## config.mk

```make
export PLATFORM = sky130hd
export DESIGN_NAME = alu_ctrl_sequencer
export DESIGN_NICKNAME = d
export VERILOG_FILES = /design/src/rtl/alu_ctrl_pkg.sv /design/src/rtl/alu_ctrl_decode.sv /design/src/rtl/alu_ctrl_sequencer.sv
export SDC_FILE = /design/constraint.sdc
export NUM_CORES = 1
export LEC_CHECK = 0
export ABC_CLOCK_PERIOD_IN_PS = 3600
export BUFFER_PORTS_ARGS = -buffer_cell sky130_fd_sc_hd__buf_2
export CAP_MARGIN = 25
export CORE_ASPECT_RATIO = 1.4
export CORE_MARGIN = 4
export CORE_UTILIZATION = 49
export CTS_CLUSTER_DIAMETER = 30
export CTS_CLUSTER_SIZE = 25
export DETAILED_ROUTE_END_ITERATION = 12
export PLACE_DENSITY = 0.77
export SYNTH_ARGS = -nofsm -noshare
export SYNTH_HDL_FRONTEND = slang
export SYNTH_SLANG_ARGS = --single-unit
```

## constraint.sdc

```tcl
create_clock -name clk -period 3.6 [get_ports clk]
set_input_delay 0.36 -clock clk [delete_from_list [all_inputs] [get_ports clk]]
set_output_delay 0.36 -clock clk [all_outputs]
set_load 0.01 [all_outputs]
```

## src/rtl/alu_ctrl_pkg.sv

```systemverilog
// alu_ctrl_pkg: ALU control codes, ALUOp/funct constants and sequencer state type
package alu_ctrl_pkg;
  localparam logic [4:0] ALU_ADD_U = 5'b00000;
  localparam logic [4:0] ALU_ADD_S = 5'b00001;
  localparam logic [4:0] ALU_SUB_U = 5'b00100;
  localparam logic [4:0] ALU_SUB_S = 5'b00101;
  localparam logic [4:0] ALU_MUL_U = 5'b01000;
  localparam logic [4:0] ALU_MUL_S = 5'b01001;
  localparam logic [4:0] ALU_DIV_U = 5'b01100;
  localparam logic [4:0] ALU_DIV_S = 5'b01101;
  localparam logic [4:0] ALU_AND   = 5'b10000;
  localparam logic [4:0] ALU_OR    = 5'b10001;
  localparam logic [4:0] ALU_XOR   = 5'b10010;
  localparam logic [4:0] ALU_SLL   = 5'b10100;
  localparam logic [4:0] ALU_SRL   = 5'b10101;
  localparam logic [4:0] ALU_SRA   = 5'b10110;
  localparam logic [4:0] ALU_EQ    = 5'b11000;
  localparam logic [4:0] ALU_NE    = 5'b11001;
  localparam logic [4:0] ALU_LT_S  = 5'b11010;
  localparam logic [4:0] ALU_GE_S  = 5'b11011;
  localparam logic [4:0] ALU_LT_U  = 5'b11100;
  localparam logic [4:0] ALU_GE_U  = 5'b11101;
  localparam logic [1:0] OP_MEM    = 2'b00;
  localparam logic [1:0] OP_BRANCH = 2'b01;
  localparam logic [1:0] OP_RTYPE  = 2'b10;
  localparam logic [1:0] OP_ITYPE  = 2'b11;
  localparam logic [2:0] F3_ADD    = 3'b000;
  localparam logic [2:0] F3_SLL    = 3'b001;
  localparam logic [2:0] F3_SLT    = 3'b010;
  localparam logic [2:0] F3_SLTU   = 3'b011;
  localparam logic [2:0] F3_XOR    = 3'b100;
  localparam logic [2:0] F3_SR     = 3'b101;
  localparam logic [2:0] F3_OR     = 3'b110;
  localparam logic [2:0] F3_AND    = 3'b111;
  localparam logic [2:0] F3_MULHU  = 3'b011;
  localparam logic [6:0] F7_BASE   = 7'b0000000;
  localparam logic [6:0] F7_ALT    = 7'b0100000;
  localparam logic [6:0] F7_MULDIV = 7'b0000001;
  typedef enum logic [1:0] {IDLE, EXEC, DONE} state_t;
  function automatic logic [4:0] base_op(input logic [2:0] f3);
    case (f3)
      F3_ADD:  base_op = ALU_ADD_S;
      F3_SLL:  base_op = ALU_SLL;
      F3_SLT:  base_op = ALU_LT_S;
      F3_SLTU: base_op = ALU_LT_U;
      F3_XOR:  base_op = ALU_XOR;
      F3_SR:   base_op = ALU_SRL;
      F3_OR:   base_op = ALU_OR;
      default: base_op = ALU_AND;
    endcase
  endfunction
endpackage

```

## src/rtl/alu_ctrl_decode.sv

```systemverilog
// alu_ctrl_decode: combinational ALUOp/funct3/funct7 to ALU control decode
module alu_ctrl_decode
  import alu_ctrl_pkg::*;
(
  input  logic [1:0] alu_op,
  input  logic [2:0] funct3,
  input  logic [6:0] funct7,
  output logic [4:0] alu_control,
  output logic [2:0] m_sel,
  output logic       is_mul,
  output logic       is_div,
  output logic       illegal
);
  logic [4:0] br;
  always_comb begin
    case (funct3)
      3'b000:  br = ALU_EQ;
      3'b001:  br = ALU_NE;
      3'b100:  br = ALU_LT_S;
      3'b101:  br = ALU_GE_S;
      3'b110:  br = ALU_LT_U;
      3'b111:  br = ALU_GE_U;
      default: br = ALU_SUB_U;
    endcase
  end
  always_comb begin
    alu_control = ALU_ADD_U;
    m_sel = '0;
    is_mul = 1'b0;
    is_div = 1'b0;
    illegal = 1'b0;
    case (alu_op)
      OP_MEM:    alu_control = ALU_ADD_U;
      OP_BRANCH: alu_control = br;
      OP_RTYPE:
        if (funct7 == F7_BASE) alu_control = base_op(funct3);
        else if (funct7 == F7_ALT && funct3 == F3_ADD) alu_control = ALU_SUB_S;
        else if (funct7 == F7_ALT && funct3 == F3_SR) alu_control = ALU_SRA;
        else if (funct7 == F7_MULDIV) begin
          m_sel = funct3;
          is_div = funct3[2];
          is_mul = !funct3[2];
          alu_control = funct3[2] ? (funct3[0] ? ALU_DIV_U : ALU_DIV_S)
                                  : (funct3 == F3_MULHU ? ALU_MUL_U : ALU_MUL_S);
        end else begin
          illegal = 1'b1;
          alu_control = ALU_ADD_S;
        end
      default: alu_control = (funct3 == F3_SR && funct7[5]) ? ALU_SRA : base_op(funct3);
    endcase
  end
endmodule

```

## src/rtl/alu_ctrl_sequencer.sv

```systemverilog
// alu_ctrl_sequencer: registers decoded ALU control and sequences multi-cycle mul/div ops
module alu_ctrl_sequencer
  import alu_ctrl_pkg::*;
#(
  parameter int MUL_LAT = 3,
  parameter int DIV_LAT = 34
) (
  input  logic       clk,
  input  logic       rst,
  input  logic       flush,
  input  logic       in_valid,
  output logic       in_ready,
  input  logic [1:0] alu_op,
  input  logic [2:0] funct3,
  input  logic [6:0] funct7,
  output logic       out_valid,
  input  logic       out_ready,
  output logic [4:0] alu_control,
  output logic [2:0] m_sel,
  output logic       alu_start,
  output logic       busy,
  output logic       illegal
);
  localparam int CW = $clog2(MUL_LAT > DIV_LAT ? MUL_LAT : DIV_LAT) + 1;
  state_t state, state_n;
  logic [CW-1:0] cnt, cnt_n;
  logic [4:0] dec_ctrl;
  logic [2:0] dec_msel;
  logic dec_mul, dec_div, dec_ill, acc;
  alu_ctrl_decode u_dec (
    .alu_op(alu_op),
    .funct3(funct3),
    .funct7(funct7),
    .alu_control(dec_ctrl),
    .m_sel(dec_msel),
    .is_mul(dec_mul),
    .is_div(dec_div),
    .illegal(dec_ill)
  );
  assign in_ready = !rst && (state == IDLE || (state == DONE && out_ready));
  assign acc = in_valid && in_ready && !flush;
  assign out_valid = state == DONE;
  assign busy = state == EXEC;
  // counter is loaded with LAT-2 so DONE lands exactly LAT cycles after accept
  always_comb begin
    state_n = state;
    cnt_n = cnt;
    if (flush) begin
      state_n = IDLE;
      cnt_n = '0;
    end else if (acc) begin
      state_n = (dec_mul || dec_div) ? EXEC : DONE;
      cnt_n = dec_div ? CW'(DIV_LAT - 2) : dec_mul ? CW'(MUL_LAT - 2) : '0;
    end else if (state == EXEC) begin
      state_n = cnt == '0 ? DONE : EXEC;
      cnt_n = cnt == '0 ? cnt : cnt - 1'b1;
    end else if (state == DONE && out_ready) state_n = IDLE;
  end
  always_ff @(posedge clk) begin
    if (rst) begin
      state <= IDLE;
      cnt <= '0;
      alu_control <= '0;
      m_sel <= '0;
      alu_start <= 1'b0;
      illegal <= 1'b0;
    end else begin
      state <= state_n;
      cnt <= cnt_n;
      alu_start <= acc && (dec_mul || dec_div);
      if (flush) illegal <= 1'b0;
      else if (acc) begin
        alu_control <= dec_ctrl;
        m_sel <= dec_msel;
        illegal <= dec_ill;
      end
    end
  end
endmodule

```

### Word-level counts from Yosys, hierarchy flattened

Index checks and enable logic that the tools add are counted.

| word-level totals | value |
|---|---|
| memories kept | 0 |
| input bits | 17 |
| ROM bits | 0 |
| RAM bits | 0 |
| output and inout bits | 13 |
| register bits | 19 |
| bits in latches | 0 |

| cells by class | value |
|---|---|
| magnitude comparators | 0 |
| $mul | 0 |
| mux-type cells | 41 |
| reductions and logical operators | 23 |
| equality and inequality tests | 14 |
| add/sub/neg operators | 1 |
| div/mod/pow operators | 0 |
| shift operators | 0 |
| bitwise logic cells | 1 |

Operators with widths:

| operator | count |
|---|---|
| 5-bit case mux with 7 select lines | 1 |
| 5-bit two-way mux | 6 |
| 5-bit case mux with 6 select lines | 1 |
| 7-bit two-way mux | 3 |
| 1-bit two-way mux | 18 |
| 3-bit two-way mux | 5 |
| 5-bit case mux with 3 select lines | 1 |
| 7-bit logical NOT | 2 |
| 3-bit equality test (second input constant) | 4 |
| 2-bit two-way mux | 5 |
| 1-bit logical AND | 8 |
| 7-bit by 1-bit equality test with 1-bit output (second input constant) | 1 |
| 7-bit by 6-bit equality test with 1-bit output (second input constant) | 1 |
| 7-bit by 1-bit subtractor with 7-bit output (second input constant) | 1 |
| 3-bit by 2-bit equality test with 1-bit output (second input constant) | 2 |
| 6-bit two-way mux | 1 |
| 2-bit by 1-bit equality test with 1-bit output (second input constant) | 2 |
| 2-bit equality test (second input constant) | 2 |
| 2-bit logical NOT | 2 |
| 2-bit AND reduction | 2 |
| 3-bit by 1-bit equality test with 1-bit output (second input constant) | 1 |
| 1-bit logical NOT | 3 |
| 3-bit logical NOT | 1 |
| 3-bit nonzero test | 1 |
| other kinds (5) | 6 |

### Depth between registers and ports, before layout

| logic depth | value |
|---|---|
| word-level depth | 9 |
| gate-level depth with buffers | 7 |
| mapped depth without buffers | 7 |

### Cells and area by module

A second synthesis with hierarchy kept.

| unflattened totals | value |
|---|---|
| cell total of the unflattened synthesis | 178 |
| area total of the unflattened synthesis | 1293.7 µm² |

Modules (own cells, without submodules):

| module | area an instance (µm²) | cells each | sequential area each (µm²) | instances |
|---|---|---|---|---|
| alu_ctrl_sequencer | 857.1 | 106 | 380.4 | 1 |
| alu_ctrl_decode | 436.7 | 72 | 0.0 | 1 |

### Worst setup path after synthesis

OpenSTA, ideal clock, no wires.

| timing | value |
|---|---|
| path kind | register -> register |
| start | register cnt[2] |
| end | register cnt[5] |
| arrival time | 1.456 ns |
| clock period less this slack | 1.579 ns |
| path slack | 2.021 ns |
| path buffers | 0 |
| stages on the path, launching flop included | 6 |
| path through | dfxtp_1 or3_4 or4_4 nand2_1 xor2_1 o22ai_1 |

| on the way | value |
|---|---|
| word-level cells in the longest chain between the ends | 4 |

RTL lines:

| item | line | RTL |
|---|---|---|
| start, declared | alu_ctrl_sequencer.sv:26 | `logic [CW-1:0] cnt, cnt_n;` |
| start signal, assigned | alu_ctrl_sequencer.sv:69 | `cnt <= cnt_n;` |
| 7-bit by 1-bit subtractor with 7-bit output | alu_ctrl_sequencer.sv:56 | `cnt_n = cnt == '0 ? cnt : cnt - 1'b1;` |
| 7-bit two-way mux | alu_ctrl_sequencer.sv:56 |  |
| 7-bit two-way mux | alu_ctrl_sequencer.sv:54 | `end else if (state == EXEC) begin` |
| 7-bit two-way mux | alu_ctrl_sequencer.sv:51 | `end else if (acc) begin` |

Parallel ways exist; a longest one is shown, timed or not. The select of a mux whose other input is x is not followed.
A chain may end at the register's enable or synchronous reset.

### Worst setup path after layout

| timing | value |
|---|---|
| start | register state[0] |
| end | register cnt[0] |

| on the way | value |
|---|---|
| word-level cells in the longest chain between the ends | 8 |

RTL lines:

| item | line | RTL |
|---|---|---|
| start, declared | alu_ctrl_sequencer.sv:25 | `state_t state, state_n;` |
| start signal, assigned | alu_ctrl_sequencer.sv:68 | `state <= state_n;` |
| 2-bit equality test | alu_ctrl_sequencer.sv:40 | `assign in_ready = !rst && (state == IDLE \|\| (state == DONE && out_ready));` |
| 1-bit logical AND | alu_ctrl_sequencer.sv:40 |  |
| 1-bit logical OR | alu_ctrl_sequencer.sv:40 |  |
| 1-bit logical AND | alu_ctrl_sequencer.sv:40 |  |
| 1-bit logical AND (2 in a row) | alu_ctrl_sequencer.sv:41 | `assign acc = in_valid && in_ready && !flush;` |
| 2-bit != test (no line) / 2-bit nonzero test (equally long branches) | -- |  |
| 2-bit AND reduction (no line) | -- |  |

Parallel ways exist; a longest one is shown, timed or not.

==> metrics.cfg <==
[place]
io_buffers = 29
place_hpwl_mm = 2.24
gp_congestion = 0.936

[floorplanning]
start_util_pct = 51.1
io_pins = 30
die_h_um = 66.7
die_w_um = 50.0
fp-row-count = 21
core_um2 = 2360
die-area_um2 = 3330

[worst_setup_path]
startpoint_type = register
worstSetupPathType = reg -> reg
worstPathMaxFanout = 12
worst_path_max_delay_cell = or4_4
cp.buffers_inverters = 1
crit_arrival_ps = 2090
cp.required_ps = 3840
crit_chain = nor2_2 -> nand3_1 -> or4_4 -> clkinv_2 -> nand2_1 -> a31oi_1
max_stage_delay_ps = 660
worstSetupEndpointType = register
critPathTopFamily = simple AND/OR/NAND/NOR gates

[clock_network]
cts_tree = yes
postCtsHoldBufs = 0
numCtsBuffers = 3
htree_levels = 1
clock_latency_ps = 300
cts_root_buf = clkbuf_4
cts_resized = 0
path_clk_slew_ps = 110
post_cts_buffers = 0
clk_path_buf_depth = 2
clkSinkCount = 19

[sta]
finalMaxSlewViolations = 0
finalSetupViolations = 0
relSlewSlack_pct = 71.3
min_period_over_period_pct = 51.6
fin_skew_ps = 5.62
hold_violations = 0
clock.fmax_ghz = 0.538
worstMarginPinSlew_ps = 429
rsz0062_at_grt = false
setup-tns-final_ps = 0
min_period_ps = 1860

[layout]
final_common_cell = buf_2
final_core_util_pct = 57.4
syn_to_final_growth_pct = 12.4
antennaDiodeCount = 0
finalNetCount = 200
drive_gt1_share_pct = 24.3
layout_common_cells = buf_2 (29), dfxtp_1 (19), nor2_1 (17)

[yosys]
synth_top_area_share_pct = 31.5
synth-edff-count = 0
synth_ff_type = dfxtp_1
synth_seq_cells = 19
yosysSeqAreaShare_pct = 31.5
ys_warn_count = 0
synth_area_um2 = 1210
synth.area.top_cells = dfxtp_1 (32%), nor2_1 (5.3%), a21oi_1 (4.6%)
ys_types = 45
syn_nets = 176
synthCells = 158
synth_top_cell_by_area = dfxtp_1
postSynth.asyncResetShare_pct = 0
syn_avg_cell_area_um2 = 7.64

[global_route]
grt_pass1_vias = 1158
grt_max_degree = 16
grt_usage_pct = 18.2
antenna_found_initial = 0
grt_first_pass_wirelength_mm = 4.79
gr-total-overflow = 0

[routing]
wirelength_mm = 2.84
firstDrtPassIters = 4
drt_iter0_markers = 41
detail_route.vias_per_cell = 6.13
drc = 0
vias = 1251
wire_per_inst_um = 13.9
final_antenna_net_count = 0

[worst_hold_path]
worstHoldPathType = in -> reg

[power]
power_leakage_nw = 0.570
irDropWorstVdd_mv = 0.140
p_per_area_nw_per_um2 = 285

[status]
status = complete, no violations

[flow_run]
maxCapViolCount = 0

report_power, final:
group	leakage (nW)	switching (mW)	internal [mW]
Combinational	0.399	0.0398	0.0245
Clock	0.0177	0.0661	0.0414
Sequential	0.154	0.00158	0.213
worst register-to-register path: stages (launching register included):
cell      delay, ps
dfxtp_1         360
nor2_2          140
nand3_1         330
or4_4           660
clkinv_2         90
nand2_1          50
a31oi_1         150
metrics by stage:
step	hold slack (ps)	cell area, um2	total power, mW	std cells	setup WS (ps)
finish	351	1360	0.386	204	1740
global route	352	1360	0.405	204	1610
CTS	356	1360	0.385	204	1760
detailed placement	463	1330	0.283	200	1610
global placement	472	1330	0.281	200	1680
floorplan	464	1210	0.263	158	2020
final timing paths:
kind,from,endpoint,slack [ps],depth (start not counted)
worst max-delay path,state[0],cnt[0],1740,6
worst min-delay path,rst,alu_control[0],350,2
worst max register to register,state[0],cnt[0],1740,6
worst min register to register,alu_control[4],alu_control[4],470,2
cell families after synthesis:
group	Yosys count	share of synthesized area, %
simple gates	69	30.6
compound gates	43	24.6
buf+inv	19	7.15
flops	19	31.5
xor+xnor	6	4.35
mux	1	0.829
fa+ha+maj	1	1.04
final cells by class:
| class | count | area [um2] |
|---|---|---|
| clock buffer | 3 | 22.5 |
| tap | 23 | 28.8 |
| sequential | 19 | 380 |
| inverter | 9 | 35.0 |
| clock inverter | 1 | 5.00 |
| fill | 237 | 1010 |
| timing repair buffer | 29 | 145 |
| multi-input combinational | 120 | 741 |
sequential cells by signal (all words and copies together) (netlist names):
name	flops
illegal	1
alu_control	5
alu_start	1
m_sel	3
cnt	7
state	2
per-layer routing:
metal,vias to the layer above,wire length (um),global-route usage (%)
met3,9,122,2.46
met4,0,79,9.00
met1,597,1130,18.9
li1,614,-,-
met5,-,0,0
met2,31,1510,34.9
cell usage after synthesis, drive strengths merged (2+ instances only):
cell type and n:
a21oi 12, nand3 6, o21ai 10, a31oi 3, dfxtp 19, nor2b 4, or3 3, or4 4
nor2 18, xor2 4, clkbuf 6, a22oi 3, xnor2 2, and3 2, nand2 13, inv 8
nand2b 6, buf 4, o22ai 2, or2 2, nor4 3, nand3b 2, a311oi 3, o2111ai 3
and2 3, o31ai 2, o41ai 2
No activity file was read; power rests on OpenSTA's default activity.
